File: config.mk
export PLATFORM = sky130hd
export DESIGN_NAME = uart_tx_cfg
export DESIGN_NICKNAME = d
export VERILOG_FILES = /design/src/rtl/uart_tx_cfg.sv
export SDC_FILE = /design/constraint.sdc
export NUM_CORES = 1
export LEC_CHECK = 0
export CAP_MARGIN = 20
export CORE_MARGIN = 2
export CORE_UTILIZATION = 45
export DETAILED_ROUTE_END_ITERATION = 6
export PLACE_DENSITY_LB_ADDON = 0.08
export REMOVE_ABC_BUFFERS = 1
export SYNTH_ARGS = -nofsm -noshare
export SYNTH_HDL_FRONTEND = slang
export SYNTH_SLANG_ARGS = --single-unit
export TNS_END_PERCENT = 30
File: constraint.sdc
create_clock -name CLK -period 3.15 [get_ports CLK]
set_input_delay 0.4725 -clock CLK [delete_from_list [all_inputs] [get_ports CLK]]
set_output_delay 0.4725 -clock CLK [all_outputs]
set_load 0.005 [all_outputs]
File: src/rtl/uart_tx_cfg.sv
// Configurable UART transmitter with runtime bit period, optional parity, 1/2 stop bits
// and a one-entry holding buffer so that frames can be sent back-to-back.
module uart_tx_cfg #(
    parameter int DATA_WIDTH     = 8,
    parameter int PRESCALE_WIDTH = 8
) (
    input  logic                      CLK,
    input  logic                      RST,
    input  logic [DATA_WIDTH-1:0]     P_DATA,
    input  logic                      DATA_VALID,
    output logic                      DATA_READY,
    input  logic                      PAR_EN,
    input  logic                      PAR_TYP,
    input  logic                      STOP2,
    input  logic [PRESCALE_WIDTH-1:0] Prescale,
    output logic                      TX_OUT,
    output logic                      busy
);

    localparam int IDX_W = (DATA_WIDTH > 1) ? $clog2(DATA_WIDTH) : 1;

    typedef enum logic [2:0] {S_IDLE, S_START, S_DATA, S_PARITY, S_STOP} state_t;

    state_t                    r_state;
    state_t                    w_state_next;
    logic [DATA_WIDTH-1:0]     r_hold_data;
    logic                      r_hold_full;
    logic [DATA_WIDTH-1:0]     r_shift;
    logic                      r_par;
    logic                      r_par_en;
    logic                      r_stop2;
    logic                      r_stop_second;
    logic [PRESCALE_WIDTH-1:0] r_presc;
    logic [PRESCALE_WIDTH-1:0] r_cnt;
    logic [IDX_W-1:0]          r_bit_idx;
    logic                      r_tx;
    logic                      r_busy;

    logic                      w_accept;
    logic                      w_load;
    logic                      w_bit_end;
    logic                      w_last_bit;
    logic                      w_adv_bit;
    logic                      w_stop_second;
    logic [DATA_WIDTH-1:0]     w_shift_next;
    logic                      w_tx_next;

    assign DATA_READY = ~r_hold_full;
    assign TX_OUT     = r_tx;
    assign busy       = r_busy;
    assign w_accept   = DATA_VALID & ~r_hold_full;
    assign w_bit_end  = (r_cnt == (r_presc - 1'b1));
    assign w_last_bit = (r_bit_idx == IDX_W'(DATA_WIDTH - 1));

    always_ff @(posedge CLK or negedge RST) begin
        if (!RST) begin
            r_state <= S_IDLE;
        end else begin
            r_state <= w_state_next;
        end
    end

    always_comb begin
        w_state_next  = r_state;
        w_load        = 1'b0;
        w_adv_bit     = 1'b0;
        w_stop_second = 1'b0;
        case (r_state)
            S_IDLE: begin
                if (r_hold_full) begin
                    w_load       = 1'b1;
                    w_state_next = S_START;
                end
            end
            S_START: begin
                if (w_bit_end) w_state_next = S_DATA;
            end
            S_DATA: begin
                if (w_bit_end) begin
                    if (w_last_bit) w_state_next = r_par_en ? S_PARITY : S_STOP;
                    else            w_adv_bit    = 1'b1;
                end
            end
            S_PARITY: begin
                if (w_bit_end) w_state_next = S_STOP;
            end
            S_STOP: begin
                if (w_bit_end) begin
                    if (r_stop2 && !r_stop_second) begin
                        w_stop_second = 1'b1;
                    end else if (r_hold_full) begin
                        // Chain straight into the next start bit with no idle cycle
                        w_load       = 1'b1;
                        w_state_next = S_START;
                    end else begin
                        w_state_next = S_IDLE;
                    end
                end
            end
            default: w_state_next = S_IDLE;
        endcase

        if (w_load)         w_shift_next = r_hold_data;
        else if (w_adv_bit) w_shift_next = r_shift >> 1;
        else                w_shift_next = r_shift;

        // The line is registered, so it is driven from the state being entered
        case (w_state_next)
            S_START:  w_tx_next = 1'b0;
            S_DATA:   w_tx_next = w_shift_next[0];
            S_PARITY: w_tx_next = r_par;
            default:  w_tx_next = 1'b1;
        endcase
    end

    always_ff @(posedge CLK or negedge RST) begin
        if (!RST) begin
            r_hold_data   <= '0;
            r_hold_full   <= 1'b0;
            r_shift       <= '0;
            r_par         <= 1'b0;
            r_par_en      <= 1'b0;
            r_stop2       <= 1'b0;
            r_stop_second <= 1'b0;
            r_presc       <= '0;
            r_cnt         <= '0;
            r_bit_idx     <= '0;
            r_tx          <= 1'b1;
            r_busy        <= 1'b0;
        end else begin
            if (w_accept) begin
                r_hold_data <= P_DATA;
                r_hold_full <= 1'b1;
            end else if (w_load) begin
                r_hold_full <= 1'b0;
            end

            r_shift <= w_shift_next;

            if (w_load) begin
                r_par         <= (^r_hold_data) ^ PAR_TYP;
                r_par_en      <= PAR_EN;
                r_stop2       <= STOP2;
                r_presc       <= (Prescale == '0) ? PRESCALE_WIDTH'(1) : Prescale;
                r_bit_idx     <= '0;
                r_stop_second <= 1'b0;
            end else begin
                if (w_adv_bit)     r_bit_idx     <= r_bit_idx + 1'b1;
                if (w_stop_second) r_stop_second <= 1'b1;
            end

            if (r_state == S_IDLE || w_bit_end || w_load) r_cnt <= '0;
            else                                          r_cnt <= r_cnt + 1'b1;

            r_tx   <= w_tx_next;
            r_busy <= (w_state_next != S_IDLE);
        end
    end

endmodule

* Yosys cells after proc, flatten, opt, wreduce, memory -nomap -nowiden
Cells that the tools add are included.
** Storage, ports and cells
- Bits in registers :: 45
- Output and inout bits :: 3
** Cells by class
- Add/subtract/negate cells :: 3
- Equal/unequal tests :: 9
- Mux-type cells :: 31
- Bitwise gates (word level) :: 3
- Reduce and logical (&&, ||, !) cells :: 11
** Operators with widths (count)
- $mux 8 :: 4
- $mux 3 :: 10
- $pmux 3 s5 :: 1
- $mux 1 :: 14
- $eq 3x2->1 const B :: 4
- $add 8x1->8 const B :: 1
- $eq 8x8->1 :: 1
- $logic_not 8->1 :: 1
- $reduce_xor 8->1 :: 1
- $sub 8x1->8 const B :: 1
- $eq 3x1->1 const B :: 2
- $eq 3x3->1 const B :: 2
- $reduce_bool 2->1 :: 3
- $add 3x1->3 const B :: 1
- $logic_not 3->1 :: 1
- $pmux 1 s3 :: 1
- $reduce_bool 3->1 :: 1
- $logic_or 1x1->1 :: 2
- $pmux 1 s2 :: 1
- $and 1x1->1 :: 1
- $logic_and 1x1->1 :: 1
- $logic_not 1->1 :: 1
- $not 1->1 :: 1
- $xor 1x1->1 :: 1

* Longest topological paths before layout
- Depth after elaboration :: 7
- Gate-level depth with buffers :: 11

* Worst setup path after synthesis
Ideal clock, no wire load.
- Path kind :: flip-flop to flip-flop
- From :: reg r_presc[0]
- To :: reg r_presc[6]
- Library setup time :: 125 ps
- Arrival time :: 2773 ps
- Data required time :: 3025 ps
- Path slack :: 252 ps
- Stages on the path, launching flop included :: 12
- Path buffers :: 2
- Path through :: dfrtp_1 -> inv_1 -> ha_1 -> o21ba_1 -> a221oi_2 -> a41oi_1 -> or4_1 -> buf_6 -> o31a_4 -> nor2_8 -> buf_8 -> mux2_4
** On the way
- Word-level cells in the longest chain between the ends :: 4
** RTL lines
- start, declared :: RTL line 33 : logic [PRESCALE_WIDTH-1:0] r_presc;
- start signal, assigned :: RTL line 144 : r_presc <= (Prescale == '0) ? PRESCALE_WIDTH'(1) : Prescale;
- $sub 8x1->8 :: RTL line 52 : assign w_bit_end = (r_cnt == (r_presc - 1'b1));
- $eq 8x8->1 :: RTL line 52
- $mux 1 :: RTL line 88 : if (w_bit_end) begin
- $pmux 1 s2 :: RTL line 68 : case (r_state)
No other way between the ends.
A chain may end at the register's enable or synchronous reset.

* Worst setup path in the final report
- From :: reg r_presc[1]
- To :: reg r_presc[2]
The elaborated chain is that of the path after synthesis.

==> Implementation_results.wiki <==
{| class="wikitable"
! Metric !! Value
|-
| Status || finished clean
|-
| Minimum setup slack in the final design || approximately 0.15 ns
|-
| Power Density || roughly 900 nW/um^2
|-
| Total internal power || around 0.0016 W
|-
| Drc violations || 0
|-
| Layout-stage area growth over the synthesis result || 19.1%
|-
| Combinational power share || between 40 and 50%
|-
| Number of hold-slack violations in the final timing report || 0
|-
| End of the worst register-to-register path || r_presc[2]
|-
| Via count normalized by instance count || approximately 5.5
|-
| Top cells by instance count after synthesis || 44 x sky130_fd_sc_hd__dfrtp_1, 18 x sky130_fd_sc_hd__nor2_1, 16 x sky130_fd_sc_hd__xnor2_1
|-
| Initial detailed-routing violation count || 65
|-
| Async set or reset register ratio after synthesis || between 90% and 100%
|-
| CP Launch Type || register
|-
| Unrepaired setup endpoints after global routing || no
|-
| Post-route standard cell area excluding fillers || about 2800 um^2
|-
| Count of cell types in the netlist || 47
|-
| Boundary Pins || 25
|-
| Number of setup buffers added after CTS || 0
|-
| Placer Congestion || approximately 0.84
|-
| Diode insertion count for antenna repair || 0
|-
| DR pass1 iterations || 4
|-
| Final Setup Violations || 0
|-
| TritonCTS sink count || 45
|-
| Netlist area before placement || around 2400 um^2
|-
| Final worst clock skew || 0.0118 ns
|-
| Die Y || 76.4 um
|-
| Dominant synthesized flop cell || sky130_fd_sc_hd__dfrtp_1
|-
| Post-CTS clock slew at the launch and capture registers of the worst setup and hold paths || approximately 0.07 ns
|-
| Total Routing Usage GR || a little under a fifth
|-
| Finished Core Util || between 50% and 60%
|-
| Maximum level of the CTS H-tree || 2
|-
| Switching power || around 0.0009 W
|-
| Floorplan die width || between 70 and 80 um
|-
| Most area-consuming cells after synthesis || sky130_fd_sc_hd__dfrtp_1 47%, sky130_fd_sc_hd__xnor2_1 5.9%, sky130_fd_sc_hd__mux2_2 5.7%, sky130_fd_sc_hd__a221o_1 3.0%, sky130_fd_sc_hd__xor2_1 3.0%
|-
| DP Area || about 2700 um^2
|-
| Number of buffers created by CTS || 5
|-
| Clk pwr share || between 10% and 20%
|-
| Wire length of the first global-routing pass || around 8.7 mm
|-
| Antenna viol nets, final || 0
|-
| Signal arrival time at the worst endpoint || about 3.2 ns
|-
| Launch point of the critical path || r_presc[1]
|-
| Number of antenna violations at the first check in global routing || 0
|-
| Most area-hungry cell type in the Yosys netlist || sky130_fd_sc_hd__dfrtp_1
|-
| Number of filler cells placed in the layout || around 460
|-
| Largest fanout of any net on the critical path || 15
|-
| Grt total ovfl || 0
|-
| Kind of path behind the tightest hold check || register to register
|-
| Floorplan row count || 26
|-
| Seq pwr share || around 42%
|-
| Register Area || around 1100 um^2
|-
| Final count of pins violating max slew || 0
|-
| Total negative slack for setup checks || 0 ns
|-
| Effective utilization at floorplan || approximately 46%
|-
| Pin count of the biggest net entering global routing || 46
|-
| Area taken by multi-input logic gates || between 1000 and 1500 um^2
|-
| CTS Buffer Depth || 2
|-
| Post-synth EDFFs || 0
|-
| Total Power Consumption || around 0.0025 W
|-
| Fraction of power spent switching nets || 36.3%
|-
| Required time of the critical path || 3.33 ns
|-
| Capture point of the worst path || r_presc[2]
|-
| Most instantiated library cell after synthesis || sky130_fd_sc_hd__dfrtp_1
|-
| Total wire length after detailed routing || 4.98 mm
|-
| Count of synthesis-stage warnings from yosys || 0
|-
| Highest achievable clock rate || about 330 MHz
|-
| Lkg Pwr || around 1.2 nW
|-
| DP Wirelength || roughly 3.7 mm
|-
| Type of the setup path with the least slack || register to register
|-
| Root cell of the clock tree || sky130_fd_sc_hd__clkbuf_8
|-
| Max-cap check violation count || 0
|-
| Number of cells produced by synthesis || 210
|-
| Pin slew with the least headroom to its limit || 1.07 ns
|-
| Synth top area share || a little under half
|-
| Number of global-route vias before repair || ~1,700
|-
| Part of the cycle the worst path needs || between 90 and 100%
|-
| Share of layout cells above drive strength 1 || approximately 17%
|-
| TritonCTS clock tree || done
|-
| # port buffers || 24
|-
| Period minus WS final || about 3.0 ns
|-
| Average size of a mapped cell || about 11 um^2
|-
| Overall die area || 5840 um^2
|-
| Placeable core region || approximately 5000 um^2
|-
| Wirelength per Cell || 16.0 um
|-
| Overall via count from detail_route || 1,725
|-
| Setup slack, reg-to-reg || between 0.15 and 0.2 ns
|-
| Maximum ir drop on the vdd rail || approximately 420 uV
|-
| Minimum setup slack after placement || about 0.046 ns
|-
| Reg2reg path depth || 9
|-
| Worst setup EP type || register
|-
| Relative slew margins || between 20% and 30%
|-
| Insertion delay to the later sink of the worst-skew pair || 0.30 ns
|-
| Flop and latch count out of synthesis || 45
|-
| Startpoint of the most critical register-to-register path || r_presc[1]
|-
| Post-synthesis sequential area ratio || between 40% and 50%
|-
| Final net count || roughly 270
|}
[repair_timing]
| item | CTS | global route |
|---|---|---|
| setup endpoints to repair | 0 | 16 |
| gates resized for setup | 0 | 2 |
| hold endpoints to repair | 0 | 3 |
| hold buffers | 0 | 1 |
[critical path: stages (launching register included)]
cell and delay [ns]:
sky130_fd_sc_hd__dfrtp_1 0.36, sky130_fd_sc_hd__inv_1 0.07, sky130_fd_sc_hd__ha_1 0.25, sky130_fd_sc_hd__o21ba_1 0.20, sky130_fd_sc_hd__a221oi_2 0.26, sky130_fd_sc_hd__a41oi_1 0.06, sky130_fd_sc_hd__or4_4 0.64, sky130_fd_sc_hd__o31a_4 0.40
sky130_fd_sc_hd__nor2_8 0.27, sky130_fd_sc_hd__mux2_2 0.37
[power groups by stage]
stage                     Sequential [W]  Clock (W)  Combinational [W]
after floorplan                 0.000970          0           0.000782
after global placement           0.00103          0           0.000973
after detailed placement         0.00104          0            0.00101
after CTS                        0.00103   0.000440            0.00102
after global routing             0.00106   0.000463            0.00114
final                            0.00103   0.000423            0.00102
[cell usage in the layout (no fill, tap or decap), types with 2 or more instances in the layout]
cell type and n:
sky130_fd_sc_hd__ha_1 4, sky130_fd_sc_hd__nor2_1 18, sky130_fd_sc_hd__xor2_1 8, sky130_fd_sc_hd__dfrtp_1 44, sky130_fd_sc_hd__mux2_2 12, sky130_fd_sc_hd__clkbuf_8 5
sky130_fd_sc_hd__o21ai_0 10, sky130_fd_sc_hd__clkdlybuf4s50_1 23, sky130_fd_sc_hd__or4_4 2, sky130_fd_sc_hd__o31ai_1 3, sky130_fd_sc_hd__nand2b_1 2, sky130_fd_sc_hd__nand2_1 8
sky130_fd_sc_hd__xnor2_1 16, sky130_fd_sc_hd__inv_1 10, sky130_fd_sc_hd__a21oi_1 3, sky130_fd_sc_hd__buf_4 5, sky130_fd_sc_hd__nor2b_1 3, sky130_fd_sc_hd__a221oi_2 2
sky130_fd_sc_hd__and3_1 7, sky130_fd_sc_hd__nand3_1 10, sky130_fd_sc_hd__mux2_4 3, sky130_fd_sc_hd__nor3_1 6, sky130_fd_sc_hd__mux2i_1 4, sky130_fd_sc_hd__a221o_1 7
[worst min path at each step]
stage,from,end,cells past startpoint
6_report,r_stop2,r_stop2,1
5_1_grt,RST,r_cnt[5],2
3_5_place_dp,r_stop2,r_stop2,1
4_1_cts,RST,r_hold_data[6],1
2_1_floorplan,RST,busy,0
3_3_place_gp,r_par,r_par,1
[metal layers]
layer  track usage [%]  vias to the layer above  routed length [um]
met3              3.91                       15                 197
met1              22.1                      849                2070
met5                 0                        -                   0
li1                  -                      808                   -
met4              7.64                        0                 137
met2              33.5                       53                2570
[metrics by stage]
stage                     cells  hold slack [ns]
after floorplan             203            0.177
after global placement      302            0.486
after detailed placement    302            0.493
after CTS                   310            0.365
after global routing        312            0.512
final                       312            0.510
[area by class of cell]
class,count,area share [%]
timing repair buffer,31,10.8
clock inverter,2,1.25
sequential,45,40.1
inverter,10,1.34
tap,70,3.12
clock buffer,6,2.58
multi-input combinational,148,40.8
[flip-flops by register name (all words and copies together), names as in the netlist]
name	flops
r_par_en	1
r_cnt	8
r_hold_full	1
r_stop2	1
r_stop_second	1
r_hold_data	8
r_bit_idx	3
r_shift	8
r_state	3
r_presc	8
busy	1
TX_OUT	1
r_par	1
[logic make-up after synthesis]
group / count (synthesis) / share of synthesized area [%]
XOR/XNOR: 24 / 8.91
multiplexers: 19 / 9.33
AND/OR/NAND/NOR: 66 / 15.2
AO/OA/AOI/OAI: 35 / 12.5
flip-flops: 45 / 47.8
adder cells (fa/ha/maj): 4 / 2.12
buffers and inverters: 17 / 4.14
Note: power is estimated with default switching activity, not from simulation.
